===== src/rtl/ps2_kbd_pkg.sv =====
// Shared definitions for the PS/2 Set-2 scan-code decoder: prefix/discard codes,
// FSM and class encodings, the 16-bit event record and the key classifier.
package ps2_kbd_pkg;

  localparam logic [7:0] SC_EXT   = 8'hE0;
  localparam logic [7:0] SC_BRK   = 8'hF0;
  localparam logic [7:0] SC_ENTER = 8'h5A;
  localparam logic [7:0] SC_BKSP  = 8'h66;
  localparam logic [7:0] SC_NUL   = 8'h00;
  localparam logic [7:0] SC_BAT   = 8'hAA;
  localparam logic [7:0] SC_ACK   = 8'hFA;
  localparam logic [7:0] SC_RSND  = 8'hFE;
  localparam logic [7:0] SC_ERR   = 8'hFF;

  localparam int EVT_W = 16;

  typedef enum logic [1:0] {
    ST_IDLE    = 2'b00,
    ST_EXT     = 2'b01,
    ST_BRK     = 2'b10,
    ST_EXT_BRK = 2'b11
  } ps2_state_e;

  typedef enum logic [1:0] {
    CLS_HEX   = 2'b00,
    CLS_ENTER = 2'b01,
    CLS_BKSP  = 2'b10,
    CLS_OTHER = 2'b11
  } ps2_class_e;

  typedef struct packed {
    logic [7:0] code;
    logic       ext;
    logic       brk;
    logic [1:0] cls;
    logic [3:0] value;
  } ps2_evt_t;

  function automatic logic is_discard(input logic [7:0] b);
    return (b == SC_NUL) || (b == SC_BAT) || (b == SC_ACK) ||
           (b == SC_RSND) || (b == SC_ERR);
  endfunction

  // Digit decoding applies to non-extended codes only; E0-prefixed codes
  // other than Enter all fall into the "other" class.
  function automatic ps2_evt_t classify(input logic [7:0] code, input logic ext,
                                        input logic brk);
    ps2_evt_t e;
    e.code  = code;
    e.ext   = ext;
    e.brk   = brk;
    e.cls   = CLS_OTHER;
    e.value = 4'h0;
    if (code == SC_ENTER) begin
      e.cls = CLS_ENTER;
    end else if (!ext && code == SC_BKSP) begin
      e.cls = CLS_BKSP;
    end else if (!ext) begin
      e.cls = CLS_HEX;
      case (code)
        8'h45, 8'h70: e.value = 4'h0;
        8'h16, 8'h69: e.value = 4'h1;
        8'h1E, 8'h72: e.value = 4'h2;
        8'h26, 8'h7A: e.value = 4'h3;
        8'h25, 8'h6B: e.value = 4'h4;
        8'h2E, 8'h73: e.value = 4'h5;
        8'h36, 8'h74: e.value = 4'h6;
        8'h3D, 8'h6C: e.value = 4'h7;
        8'h3E, 8'h75: e.value = 4'h8;
        8'h46, 8'h7D: e.value = 4'h9;
        8'h1C:        e.value = 4'hA;
        8'h32:        e.value = 4'hB;
        8'h21:        e.value = 4'hC;
        8'h23:        e.value = 4'hD;
        8'h24:        e.value = 4'hE;
        8'h2B:        e.value = 4'hF;
        default: begin
          e.cls   = CLS_OTHER;
          e.value = 4'h0;
        end
      endcase
    end else begin
      e.cls = CLS_OTHER;
    end
    return e;
  endfunction

endpackage


===== src/rtl/ps2_evt_fifo.sv =====
// Show-ahead FIFO for decoded key events; the head entry is always on rd_data
// and reads as zero while the FIFO is empty.
module ps2_evt_fifo #(
  parameter int DEPTH = 4,
  parameter int WIDTH = 16,
  localparam int AW = $clog2(DEPTH),
  localparam int CW = $clog2(DEPTH + 1)
) (
  input  logic             clk,
  input  logic             rst,
  input  logic             push,
  input  logic [WIDTH-1:0] wr_data,
  input  logic             pop,
  output logic [WIDTH-1:0] rd_data,
  output logic [CW-1:0]    count,
  output logic             full,
  output logic             empty
);

  logic [AW-1:0]    wr_ptr_q, wr_ptr_d, rd_ptr_q, rd_ptr_d;
  logic [CW-1:0]    count_q, count_d;
  logic [WIDTH-1:0] mem_q [DEPTH];
  logic             do_push_s, do_pop_s;

  assign empty   = (count_q == '0);
  assign full    = (count_q == CW'(DEPTH));
  assign count   = count_q;
  assign rd_data = empty ? '0 : mem_q[rd_ptr_q];

  // A push into a full FIFO is accepted only when the head leaves in the same cycle.
  always_comb begin
    do_pop_s  = pop & ~empty;
    do_push_s = push & (~full | do_pop_s);
    wr_ptr_d  = do_push_s ? wr_ptr_q + AW'(1) : wr_ptr_q;
    rd_ptr_d  = do_pop_s ? rd_ptr_q + AW'(1) : rd_ptr_q;
    if (do_push_s && !do_pop_s) begin
      count_d = count_q + CW'(1);
    end else if (do_pop_s && !do_push_s) begin
      count_d = count_q - CW'(1);
    end else begin
      count_d = count_q;
    end
  end

  always_ff @(posedge clk) begin
    if (!rst) begin
      wr_ptr_q <= '0;
      rd_ptr_q <= '0;
      count_q  <= '0;
    end else begin
      wr_ptr_q <= wr_ptr_d;
      rd_ptr_q <= rd_ptr_d;
      count_q  <= count_d;
    end
  end

  always_ff @(posedge clk) begin
    if (do_push_s) begin
      mem_q[wr_ptr_q] <= wr_data;
    end
  end

endmodule


===== src/rtl/ps2_scancode_decoder.sv =====
// Set-2 scan-code decoder: tracks E0/F0 prefixes, classifies completed key
// events and queues them for a valid/ready consumer.
module ps2_scancode_decoder
  import ps2_kbd_pkg::*;
#(
  parameter int FIFO_DEPTH = 4,
  parameter bit EMIT_BREAK = 1'b0
) (
  input  logic       clk,
  input  logic       rst,
  input  logic       tick,
  input  logic [7:0] dato,
  input  logic       out_ready,
  output logic       out_valid,
  output logic [7:0] out_code,
  output logic       out_ext,
  output logic       out_break,
  output logic [1:0] out_class,
  output logic [3:0] out_value,
  output logic [2:0] fifo_count,
  output logic       overflow
);

  localparam int CW = $clog2(FIFO_DEPTH + 1);

  ps2_state_e    state_q, state_d;
  logic          overflow_q, overflow_d;
  logic          evt_done_s, ext_s, brk_s, push_s, drop_s;
  logic          full_s, empty_s;
  logic [CW-1:0] count_s;
  ps2_evt_t      evt_s, head_s;

  assign ext_s = (state_q == ST_EXT) || (state_q == ST_EXT_BRK);
  assign brk_s = (state_q == ST_BRK) || (state_q == ST_EXT_BRK);

  // Prefix tracking; only a non-prefix, non-discard byte completes an event.
  always_comb begin
    state_d    = state_q;
    evt_done_s = 1'b0;
    if (tick) begin
      if (dato == SC_EXT) begin
        state_d = ST_EXT;
      end else if (dato == SC_BRK) begin
        case (state_q)
          ST_IDLE: state_d = ST_BRK;
          ST_EXT:  state_d = ST_EXT_BRK;
          default: state_d = state_q;
        endcase
      end else if (is_discard(dato)) begin
        state_d = ST_IDLE;
      end else begin
        evt_done_s = 1'b1;
        state_d    = ST_IDLE;
      end
    end else begin
      state_d = state_q;
    end
  end

  always_comb begin
    evt_s      = classify(dato, ext_s, brk_s);
    push_s     = evt_done_s & (~brk_s | EMIT_BREAK);
    drop_s     = push_s & full_s & ~out_ready;
    overflow_d = overflow_q | drop_s;
  end

  always_ff @(posedge clk) begin
    if (!rst) begin
      state_q    <= ST_IDLE;
      overflow_q <= 1'b0;
    end else begin
      state_q    <= state_d;
      overflow_q <= overflow_d;
    end
  end

  ps2_evt_fifo #(
    .DEPTH(FIFO_DEPTH),
    .WIDTH(EVT_W)
  ) u_fifo (
    .clk    (clk),
    .rst    (rst),
    .push   (push_s),
    .wr_data(evt_s),
    .pop    (out_ready),
    .rd_data(head_s),
    .count  (count_s),
    .full   (full_s),
    .empty  (empty_s)
  );

  assign out_valid  = ~empty_s;
  assign out_code   = head_s.code;
  assign out_ext    = head_s.ext;
  assign out_break  = head_s.brk;
  assign out_class  = head_s.cls;
  assign out_value  = head_s.value;
  assign fifo_count = 3'(count_s);
  assign overflow   = overflow_q;

endmodule


===== config.mk =====
export PLATFORM = sky130hd
export DESIGN_NAME = ps2_scancode_decoder
export DESIGN_NICKNAME = d
export VERILOG_FILES = /design/src/rtl/ps2_kbd_pkg.sv /design/src/rtl/ps2_evt_fifo.sv /design/src/rtl/ps2_scancode_decoder.sv
export SDC_FILE = /design/constraint.sdc
export NUM_CORES = 1
export LEC_CHECK = 0
export CORE_UTILIZATION = 52
export DETAILED_ROUTE_END_ITERATION = 16
export PLACE_DENSITY = 0.76
export SLEW_MARGIN = 10
export SYNTH_ARGS = -nofsm -noshare
export SYNTH_HDL_FRONTEND = slang
export SYNTH_HIERARCHICAL = 1
export SYNTH_SLANG_ARGS = --single-unit
export TNS_END_PERCENT = 100

===== constraint.sdc =====
create_clock -name clk -period 2.6 [get_ports clk]
set_clock_uncertainty 0.05 [all_clocks]
set_input_delay 0.39 -clock clk [delete_from_list [all_inputs] [get_ports clk]]
set_output_delay 0.39 -clock clk [all_outputs]
set_load 0.01 [all_outputs]

==> metrics.md, run 1 <==
| Metric | Value |
|---|---|
| WL/cell | 17.98 um |
| Fill cells | between 400 and 500 |
| Max Freq | between 300 and 400 MHz |
| DR pass1 iterations | 5 |
| Dpl cells | around 440 |
| Die Area | a little under 8000 um2 |
| Pre-CTS setup slack | -0.5859 ns |
| Worst path bufs/invs | 2 |
| Slew @ Worst Pin | roughly 0.50 ns |
| Drt total wl | ~8200 um |
| Detail-routed via count per cell | between 5 and 6 |
| Setup violators final | 0 |
| Clk buf depth | 2 |
| Period utilisation layout | between 90% and 100% |
| CP peak stage delay | about 0.53 ns |
| Global-route wire length before repair | between 10000 and 15000 um |
| Antenna Cells | 0 |
| Post-synth EDFFs | 64 |
| Dpl hpwl | 5618 um |
| CP max FO | 7 |
| CTS H-Tree Depth | 3 |
| Worst slew margin | around 66% |
| Setup WS post-layout | approximately 0.07 ns |
| ANT nets after route | 0 |
| Starting Density | roughly 55% |
| Gpl congestion | about 0.9 |
| Synth Register Bits | between 70 and 80 |
| Mapped Area | between 3000 and 4000 um2 |
| Setup crit start kind | register |
| CP Capture Type | primary output |
| Initial DRC Count | 212 |
| Critical path class | register to primary output |
| Asr flop ratio synth | 0% |
| Num rows | 30 |
| Syn avg cell area | 14.18 um2 |
| Gate Count Post-Synth | between 200 and 300 |
| Leakage | about 1.8 nW |
| TritonCTS clock tree | built |
| Register area | approximately 2200 um2 |
| Clock Sinks | 76 |
| Fin nets | ~370 |
| Max-cap viol count | 0 |
| Vias post-DR | 2575 |
| Count of cell types in the netlist | 62 |
| CP cell instances | buf_4 -> mux4_2 -> nor2b_4 -> clkdlybuf4s50_1 |
| PwrDens | roughly 820 nW/um2 |
| Vias in the first global route | roughly 2500 |
| Ports | 33 |
| Area grow syn2layout | 28.77% |
| Critical R2R Launch | state_q[1] |
| Gr usage total | between 20% and 30% |
| Shortest period the worst path allows | between 2 and 3 ns |
| Worst-skew pair later-pin latency | between 0.3 and 0.4 ns |
| Fin cells | between 400 and 500 |
| PortBufs | 32 |
| Die Height | around 88 um |
| CTS root buffer | clkbuf_8 |
| Total gr overflow | 0 |
| Ys flop type | edfxtp_1 |
| Clock Pin Slew Worst Setup and Hold Paths | 0.08 ns |
| Core Area | around 6900 um2 |
| Maximum number of pins on one net before global-route repair | 20 |
| Die width | approximately 88 um |
| Register area share after synthesis | a little under three fifths |
| Initial antenna violation count | 0 |
| Ratio of cells with drive above 1 in the final layout | between 30% and 40% |
| # hold bufs at CTS | 0 |
| Min-Delay Path Class | register to register |
| Cell family with most CP delay | buffers and inverters |
| Critical path data arrival time | approximately 2.1 ns |
| WP data required | between 2 and 2.5 ns |
| Worst Min Path Start | u_fifo/wr_ptr_q[1] |
| CTS Buf Count | 9 |
| Multi-input logic area | ~1500 um2 |
| Total power | a little over 0.004 W |
| R2R Setup Slk | around 0.23 ns |
| # DRC | 0 |
| Worst path slowest cell | mux4_2 |
| Peak VDD IR | about 0.5 mV |
| Status | completed |
| Yosys warns | 6 |
| Mapped Nets | about 290 |
| Fin. Hold Viols | 0 |
| Pins Over Slew Limit | 0 |
layout by cell type (no fill, tap or decap), drive strengths merged, types with 10 or more instances in the layout:
cell type      netlist  layout
inv                  8      10
nand2               10      10
edfxtp              64      64
mux4                16      16
clkdlybuf4s50        0      24
nor2b               23      23
dfxtp               12      12
buf                 15      59
nor3                10      10
nor2                12      12
flip-flops by register name (all words and copies together), names as in the netlist, named ones only:
name             count
u_fifo/mem_q        64
u_fifo/wr_ptr_q      2
u_fifo/count         3
u_fifo/rd_ptr_q      2
state_q              2
overflow             1
synthesized netlist by cell type, types with 4 or more instances:
cell type | n | area share, %
a21oi_1 | 4 | 0.52
a31oi_1 | 6 | 0.98
and2_1 | 8 | 1.3
buf_2 | 7 | 0.92
buf_4 | 5 | 0.98
dfxtp_1 | 12 | 6.3
edfxtp_1 | 64 | 50
ha_1 | 5 | 1.6
inv_1 | 7 | 0.69
mux4_1 | 4 | 2.7
mux4_2 | 12 | 7.1
nand2_1 | 10 | 0.98
nand2b_1 | 7 | 1.1
nand3_1 | 7 | 0.92
nor2_1 | 11 | 1.1
nor2b_1 | 13 | 2.1
nor2b_4 | 10 | 3.6
nor3_1 | 7 | 0.92
o21ai_0 | 5 | 0.65
or3_1 | 4 | 0.65
final cells by class:
type,instances,share of cell area [%]
multi-input cells,168,31.33
clock inverters,7,2.488
inverters,8,0.6093
repair buffers,91,16.73
well taps,96,2.437
flip-flops and latches,76,43.89
clock buffers,9,2.513
what timing repair did:
item / in CTS / in global routing
cloned: 0 / 1
hold endpoints to repair: 0 / 0
setup endpoints to repair: 2 / 5
buffers inserted: 0 / 1
pin swaps: 1 / 1
resized for setup: 7 / 6
routing by layer:
metal / global-route usage [%] / vias to the layer above / share of wire, %
li1: - / 1199 / -
met1: 28.74 / 1250 / 42
met2: 39.82 / 109 / 50
met3: 5.749 / 17 / 5.8
met4: 8.048 / 0 / 2.1
met5: 0 / - / 0
worst min-delay path, delay by kind of cell (launching register included):
family,cells,cell delay (ns)
flops,1,0.34
simple gates,1,0.06
mux,1,0.05
power breakdown:
part | internal, W | total, W | switching (W)
sequential | 0.00144 | 0.00152 | 0.0000833
clock | 0.000645 | 0.00110 | 0.000459
combinational | 0.000820 | 0.00143 | 0.000605
path summary, 6_finish.rpt:
kind                                           end  cells past startpoint
worst min-delay path            u_fifo/wr_ptr_q[1]                      2
worst max-delay path                     out_break                      4
worst min register to register  u_fifo/wr_ptr_q[1]                      2
worst max register to register     u_fifo/count[2]                     10
through the flow:
stage / util, % / setup TNS, ns / cell area, um2 / hold slack (ns)
2_1_floorplan: - / -0.01642 / 3860 / 0.4060
3_3_place_gp: 66.99 / -12.79 / 4652 / 0.4142
3_5_place_dp: 66.99 / -16.51 / 4652 / 0.4418
4_1_cts: 70.50 / 0 / 4896 / 0.4524
5_1_grt: 70.97 / -0.008354 / 4928 / 0.4777
6_report: 70.97 / 0 / 4928 / 0.4485
cells by family (layout without fill, tap and decap cells):
logic type	count (synthesis)	in the layout	synth area share [%]
muxes	19	19	10.59
and+or+nand+nor	101	101	18.05
xor gates and xnor gates	6	6	1.373
buffers and inverters	26	115	4.086
AOI/OAI and AO/OA	36	36	7.258
DFF	76	76	56.49
adders and majority gates	6	6	2.158
(Power assumes the default switching activity.)
==> run 2, diff against run 1 <==
--- a/config.mk
+++ b/config.mk
@@ -5,12 +5,12 @@
 export SDC_FILE = /design/constraint.sdc
 export NUM_CORES = 1
 export LEC_CHECK = 0
+export CAP_MARGIN = 20
 export CORE_UTILIZATION = 52
 export DETAILED_ROUTE_END_ITERATION = 16
 export PLACE_DENSITY = 0.76
 export SLEW_MARGIN = 10
 export SYNTH_ARGS = -nofsm -noshare
 export SYNTH_HDL_FRONTEND = slang
-export SYNTH_HIERARCHICAL = 1
 export SYNTH_SLANG_ARGS = --single-unit
 export TNS_END_PERCENT = 100
==> metrics.md, run 2 <==
| Metric | Value |
|---|---|
| Worst Min Path Start | overflow |
| WP data required | 2.16 ns (about the same) |
| TritonCTS clock tree | built |
| Shortest period the worst path allows | 2.548 ns (+0.01914 ns) |
| Starting Density | 54.39% (-0.73 points) |
| Pins Over Slew Limit | 0 (unchanged) |
| Post-synth top area cell | edfxtp_1 |
| Antenna Cells | 0 (unchanged) |
| DR pass1 iterations | 5 (unchanged) |
| CP peak stage delay | 0.52 ns (about the same) |
| Hold Path Sink | overflow |
| Ys flop type | edfxtp_1 |
| Leakage | 1.698 nW (-4.6%) |
| Gr usage total | 22.17% (-1.1 points) |
| Maximum number of pins on one net before global-route repair | 21 (+5.0%) |
| Global-route wire length before repair | 12120 um (-5.9%) |
| Vias post-DR | 2473 (-4.0%) |
| Initial antenna violation count | 0 (unchanged) |
| CP Capture Type | primary output |
| Dpl hpwl | 5183 um (-7.8%) |
| Slew @ Worst Pin | 0.5512 ns (+0.04858 ns) |
| Worst-skew pair later-pin latency | 0.35 ns (about the same) |
| Wl on met1 | 3253 um (-5.3%) |
| Ports | 33 (unchanged) |
| Status | completed |
| Ratio of cells with drive above 1 in the final layout | 27.87% (-5.0 points) |
| Core Area | 6869 um2 (-1.1%) |
| Worst path bufs/invs | 2 (unchanged) |
| CP max FO | 8 (+1) |
| Die width | 86.77 um (-1.2%) |
| Total gr overflow | 0 (unchanged) |
| Clk buf depth | 2 (unchanged) |
| Commonest non-fill, non-tap cell in the layout | edfxtp_1 |
| Most frequent cells in the layout | 64 x edfxtp_1, 46 x buf_4, 25 x and2_1 |
| Metal2 WL | 3980 um (-3.0%) |
| Fill cells | 471 (+0.64%) |
| Drt total wl | 7743 um (-5.4%) |
| Register-to-Register Path Depth | 9 (-1) |
| Yosys warns | 0 (-6) |
| Worst slew margin | 62.30% (-3.9 points) |
| Gpl congestion | 0.8862 (-2.8%) |
| Max-cap viol count | 0 (unchanged) |
| Setup TNS Final | 0 ns (unchanged) |
| Syn avg cell area | 13.94 um2 (-1.7%) |
| PortBufs | 32 (unchanged) |
| Vias in the first global route | 2385 (-5.9%) |
| DR WL met3 | 408 um (-14%) |
| Clock Pin Slew Worst Setup and Hold Paths | 0.08 ns (about the same) |
| PwrDens | 828.4 nW/um2 (+0.70%) |
| Register area | 2163 um2 (unchanged) |
| Critical path class | register to primary output |
| Num rows | 30 (unchanged) |
| Largest Register | u_fifo.mem_q |
| CP cell instances | buf_12 -> mux4_2 -> and2_1 -> clkdlybuf4s50_1 |
| Critical R2R Launch | u_fifo.count[0] |
| Mapped Nets | 286 (-0.69%) |
| Fin nets | 361 (-3.0%) |
| CTS H-Tree Depth | 3 (unchanged) |
| Detail-routed via count per cell | 5.570 (-1.6%) |
| Count of cell types in the netlist | 59 (-4.8%) |
| R2R Setup Slk | 0.23 ns (about the same) |
| # DRC | 0 (unchanged) |
| Mapped Area | 3736 um2 (-2.4%) |
| Synth top area cells | edfxtp_1 51%, mux4_2 9.6%, dfxtp_1 6.4% |
| Setup violators final | 0 (unchanged) |
| Worst Hold Path Cells | 1 (-1) |
| Register area share after synthesis | 57.87% (+1.4 points) |
| Commonest cells post-synth | 64 x edfxtp_1, 26 x and2_1, 16 x mux4_2 |
| CTS Buf Count | 9 (unchanged) |
| Setup crit start kind | register |
| Post-synth EDFFs | 64 (unchanged) |
| Worst path slowest cell | mux4_2 |
| Multi-input logic area | 1434 um2 (-7.1%) |
| Initial DRC Count | 198 (-6.6%) |
| Cell family with most CP delay | buffers and inverters |
| Top Layer Used | met4 |
| WHS | 0.4318 ns (-0.01672 ns) |
| Clock Sinks | 76 (unchanged) |
| Max FFs per register | 64 (unchanged) |
| Gate Count Post-Synth | 268 (-0.74%) |
| Worst reg2reg endpoint | u_fifo.count[2] |
| ANT nets after route | 0 (unchanged) |
| CTS root buffer | clkbuf_8 |
| Peak VDD IR | 0.5257 mV (+4.0%) |
| Min-Delay Path Class | register to register |
| Max Freq | 392.5 MHz (-0.75%) |
| Fin. Hold Viols | 0 (unchanged) |
| Top-area cell type share of the netlist area | 51.44% (+1.2 points) |
| Die Height | 86.77 um (-1.2%) |
| Count leader, synth | edfxtp_1 |
| WL/cell | 17.44 um (-3.0%) |
| Area grow syn2layout | 27.26% |
| Synth Register Bits | 76 (unchanged) |
| Die Area | 7528 um2 (-2.3%) |
| Period utilisation layout | 98.00% (+0.74 points) |
| Asr flop ratio synth | 0% (unchanged) |
| Critical path data arrival time | 2.11 ns (+0.02 ns) |
[run 2: cell types whose count changed in the layout (fill, tap and decap cells not counted), sizes merged, moves of 4 or more]
cell and delta:
nor2b -17, and2 +18, buf -7, nor3 -7
o21ai -4, nor4b +4
[run 2: kinds of logic (layout without fill, tap and decap cells)]
group / after synthesis / in the layout / synth area share, %
compound gates: 30 / 30 / 5.761
xor+xnor: 6 / 6 / 1.407
fa+ha+maj: 6 / 6 / 2.210
buf+inv: 27 / 107 / 4.086
flops: 76 / 76 / 57.87
mux: 19 / 19 / 10.45
simple gates: 104 / 104 / 18.22
[run 2: worst max-delay path by stage]
stage,startpoint,to,slack [ns],depth (start not counted)
3_3_place_gp,dato[2],u_fifo.count[2],-0.46,11
2_1_floorplan,dato[6],u_fifo.count[2],-0.06,11
6_report,register,out_code[6],0.05,4
3_5_place_dp,dato[2],u_fifo.count[2],-0.52,11
4_1_cts,dato[1],u_fifo.count[2],0.02,10
5_1_grt,register,out_code[6],-0.002,4
[run 2: layer usage]
metal  vias to the layer above  track usage (%)
met1                      1208            27.88
met4                         0            7.424
met5                         -                0
met2                        74            38.02
li1                       1180                -
met3                        11            5.048
[run 2: worst reg2reg max path: stages (launching register included)]
cell,delay [ns]
dfxtp_1,0.46
nor4b_1,0.11
buf_4,0.16
nor4_4,0.30
ha_2,0.24
inv_2,0.04
fa_2,0.35
xor2_1,0.16
or3_1,0.31
a21boi_1,0.13
[run 2: timing repair]
action / 4_1_cts / 5_1_grt
pin swaps: 1 / 4
endpoints found under the hold margin: 0 / 0
gates cloned: 0 / 1
resized for setup: 4 / 8
buffers inserted: 1 / 0
hold buffers: 0 / 0
setup endpoints to repair: 1 / 12
[run 2: area by class of cell]
cell class                 count  share of cell area [%]
timing repair buffer          85                   17.00
clock inverter                 7                   1.737
inverter                       6                  0.4737
clock buffer                   9                   2.605
tap                           96                   2.526
multi-input combinational    165                   30.16
sequential                    76                   45.50
[run 2: through the flow]
| stage | total power [W] | cell area, um2 | cells | util, % | setup slack (ns) |
|---|---|---|---|---|---|
| global route | 0.004137 | 4755 | 444 | 69.22 | -0.002421 |
| finish | 0.003939 | 4755 | 444 | 69.22 | 0.05201 |
| detailed placement | 0.003003 | 4499 | 426 | 65.50 | -0.5249 |
| floorplan | 0.002309 | 3750 | 268 | - | -0.06448 |
| global placement | 0.002961 | 4499 | 426 | 65.50 | -0.4614 |
| CTS | 0.003923 | 4708 | 443 | 68.54 | 0.02375 |
[run 2: power breakdown]
group	leakage [nW]	switching [W]	internal, W
combinational	0.915	0.000615	0.000865
clock	0.0984	0.000473	0.000458
sequential	0.685	0.0000743	0.00145
total	1.70	0.00116	0.00278
==> run 3, diff against run 2 <==
--- a/config.mk
+++ b/config.mk
@@ -6,9 +6,11 @@
 export NUM_CORES = 1
 export LEC_CHECK = 0
 export CAP_MARGIN = 20
-export CORE_UTILIZATION = 52
+export CELL_PAD_IN_SITES_DETAIL_PLACEMENT = 1
+export CELL_PAD_IN_SITES_GLOBAL_PLACEMENT = 1
+export CORE_UTILIZATION = 43
 export DETAILED_ROUTE_END_ITERATION = 16
-export PLACE_DENSITY = 0.76
+export PLACE_DENSITY_LB_ADDON = 0.1
 export SLEW_MARGIN = 10
 export SYNTH_ARGS = -nofsm -noshare
 export SYNTH_HDL_FRONTEND = slang
==> metrics.md, run 3 (same netlist as run 2, synthesis figures left out) <==
| Metric | Value |
|---|---|
| Slew @ Worst Pin | 0.5604 ns (+0.009203 ns) |
| Core Area | 8299 um2 (+21%) |
| Detail-routed via count per cell | 5.562 (-0.14%) |
| Ratio of cells with drive above 1 in the final layout | 29.21% (+1.3 points) |
| Worst Hold Path Cells | 1 (unchanged) |
| Vias post-DR | 2564 (+3.7%) |
| Placed inst area | 4578 um2 (+1.8%) |
| Commonest non-fill, non-tap cell in the layout | edfxtp_1 |
| # hold bufs at CTS | 0 (unchanged) |
| PortBufs | 32 (unchanged) |
| Period utilisation layout | 99.76% (+1.8 points) |
| Gr usage total | 21.99% (-0.18 points) |
| Fin. Hold Viols | 0 (unchanged) |
| Setup TNS Final | 0 ns (unchanged) |
| Design area | 4802 um2 (+1.0%) |
| Die width | 95.21 um (+9.7%) |
| Max Freq | 385.6 MHz (-1.8%) |
| Most frequent cells in the layout | 64 x edfxtp_1, 55 x buf_4, 25 x and2_1 |
| CP max FO | 3 (-5) |
| Die Area | 9065 um2 (+20%) |
| Maximum number of pins on one net before global-route repair | 21 (unchanged) |
| # DRC | 0 (unchanged) |
| CTS root buffer | clkbuf_8 |
| Dpl hpwl | 6341 um (+22%) |
| Min-Delay Path Class | register to register |
| Starting Density | 45.02% (-9.4 points) |
| Setup repair bufs after CTS | 0 (-1) |
| Drt total wl | 9109 um (+18%) |
| DR pass1 iterations | 4 (-1) |
| WHS | 0.4310 ns (-0.0007720 ns) |
| Num rows | 33 (+10%) |
| Global-route wire length before repair | 14000 um (+15%) |
| Ports | 33 (unchanged) |
| PwrDens | 809.3 nW/um2 (-2.3%) |
| CTS Buf Count | 9 (unchanged) |
| RSZ-0062 raised after global routing | true |
| Clk buf depth | 2 (unchanged) |
| CP Capture Type | register |
| WL/cell | 19.76 um (+13%) |
| Gpl congestion | 0.7980 (-10%) |
| CTS H-Tree Depth | 3 (unchanged) |
| Initial antenna violation count | 0 (unchanged) |
| Shortest period the worst path allows | 2.594 ns (+0.04565 ns) |
| Fin nets | 369 (+2.2%) |
| Leakage | 1.736 nW (+2.2%) |
| Worst slew margin | 62.41% (+0.11 points) |
| Antenna Cells | 0 (unchanged) |
| ANT nets after route | 0 (unchanged) |
| Max-cap viol count | 0 (unchanged) |
| TritonCTS clock tree | built |
| WP data required | 2.84 ns (+0.68 ns) |
| Clock Sinks | 76 (unchanged) |
| Peak VDD IR | 0.6520 mV (+24%) |
| Vias in the first global route | 2635 (+10%) |
| Worst-skew pair later-pin latency | 0.36 ns (about the same) |
| Die Height | 95.21 um (+9.7%) |
| Setup crit start kind | input port |
| Register-to-Register Path Depth | 9 (unchanged) |
| Critical path data arrival time | 2.83 ns (+0.72 ns) |
| Critical path class | input port to register |
| Max FFs per register | 64 (unchanged) |
| Area grow syn2layout | 28.53% |
| Largest Register | u_fifo.mem_q |
| Total gr overflow | 0 (unchanged) |
| Clock Pin Slew Worst Setup and Hold Paths | 0.09 ns (about the same) |
| Initial DRC Count | 126 (-36%) |
| Pins Over Slew Limit | 0 (unchanged) |
| Setup violators final | 0 (unchanged) |
| Status | completed |
run 3: cell count changes in the layout (fill, tap and decap cells not counted), sizes merged:
cell / previous run / this run
clkdlybuf4s15: 1 / 0
buf: 52 / 60
dlymetal6s2s: 4 / 0
clkinv: 1 / 4
clkdlybuf4s50: 24 / 20
dlygate4sd2: 3 / 12
clkinvlp: 2 / 0
clkbuf: 10 / 9
inv: 9 / 8
bufbuf: 0 / 1
run 3: critical path, stage by stage:
cell and delay, ns:
clkdlybuf4s50_1 0.52, nor4_1 0.09, a311o_1 0.41, nor4_4 0.20, ha_2 0.24, inv_2 0.04
fa_2 0.35, xor2_1 0.15, or3_1 0.31, a21boi_1 0.14
run 3: layout make-up:
| type | instances | area (um2) |
|---|---|---|
| tap | 105 | 131.4 |
| timing repair buffer | 93 | 850.8 |
| multi-input combinational | 165 | 1434 |
| fill | 841 | 3497 |
| sequential | 76 | 2166 |
| inverter | 6 | 22.52 |
| clock inverter | 7 | 73.82 |
| clock buffer | 9 | 123.9 |
run 3: path summary, 6_finish.rpt:
kind,startpoint,slack [ns],endpoint
hold / removal,overflow,0.43,overflow
hold reg to reg,overflow,0.43,overflow
setup / recovery,dato[1],0.006,u_fifo.count[2]
setup reg to reg,u_fifo.count[0],0.21,u_fifo.count[2]
run 3: metrics by stage:
stage	setup slack [ns]	cells	power, W	utilization [%]
after CTS	-0.01374	461	0.003950	57.80
after global placement	-0.4702	444	0.002985	55.16
after detailed placement	-0.5744	444	0.003024	55.16
after global routing	-0.07655	461	0.004089	57.86
after floorplan	-0.06448	268	0.002309	-
final	0.006362	461	0.003886	57.86
run 3: report_power, final:
group | internal (W) | switching, W | leakage (nW)
sequential | 0.00146 | 0.0000761 | 0.685
combinational | 0.000809 | 0.000624 | 0.949
clock | 0.000449 | 0.000473 | 0.102
run 3: repair_timing:
item                                    in CTS  in global routing
pin swaps                                    2                  2
resized for setup                           14                  1
cloned                                       1                  0
endpoints found under the hold margin        0                  0
endpoints found under the setup margin      10                  5
run 3: metal layers:
metal / up-vias / global-route usage (%) / share of wire (%)
met4: 0 / 9.470 / 3.1
met1: 1295 / 26.66 / 44
met3: 19 / 5.901 / 3.5
met5: - / 0 / 0
met2: 57 / 36.79 / 49
li1: 1193 / - / -
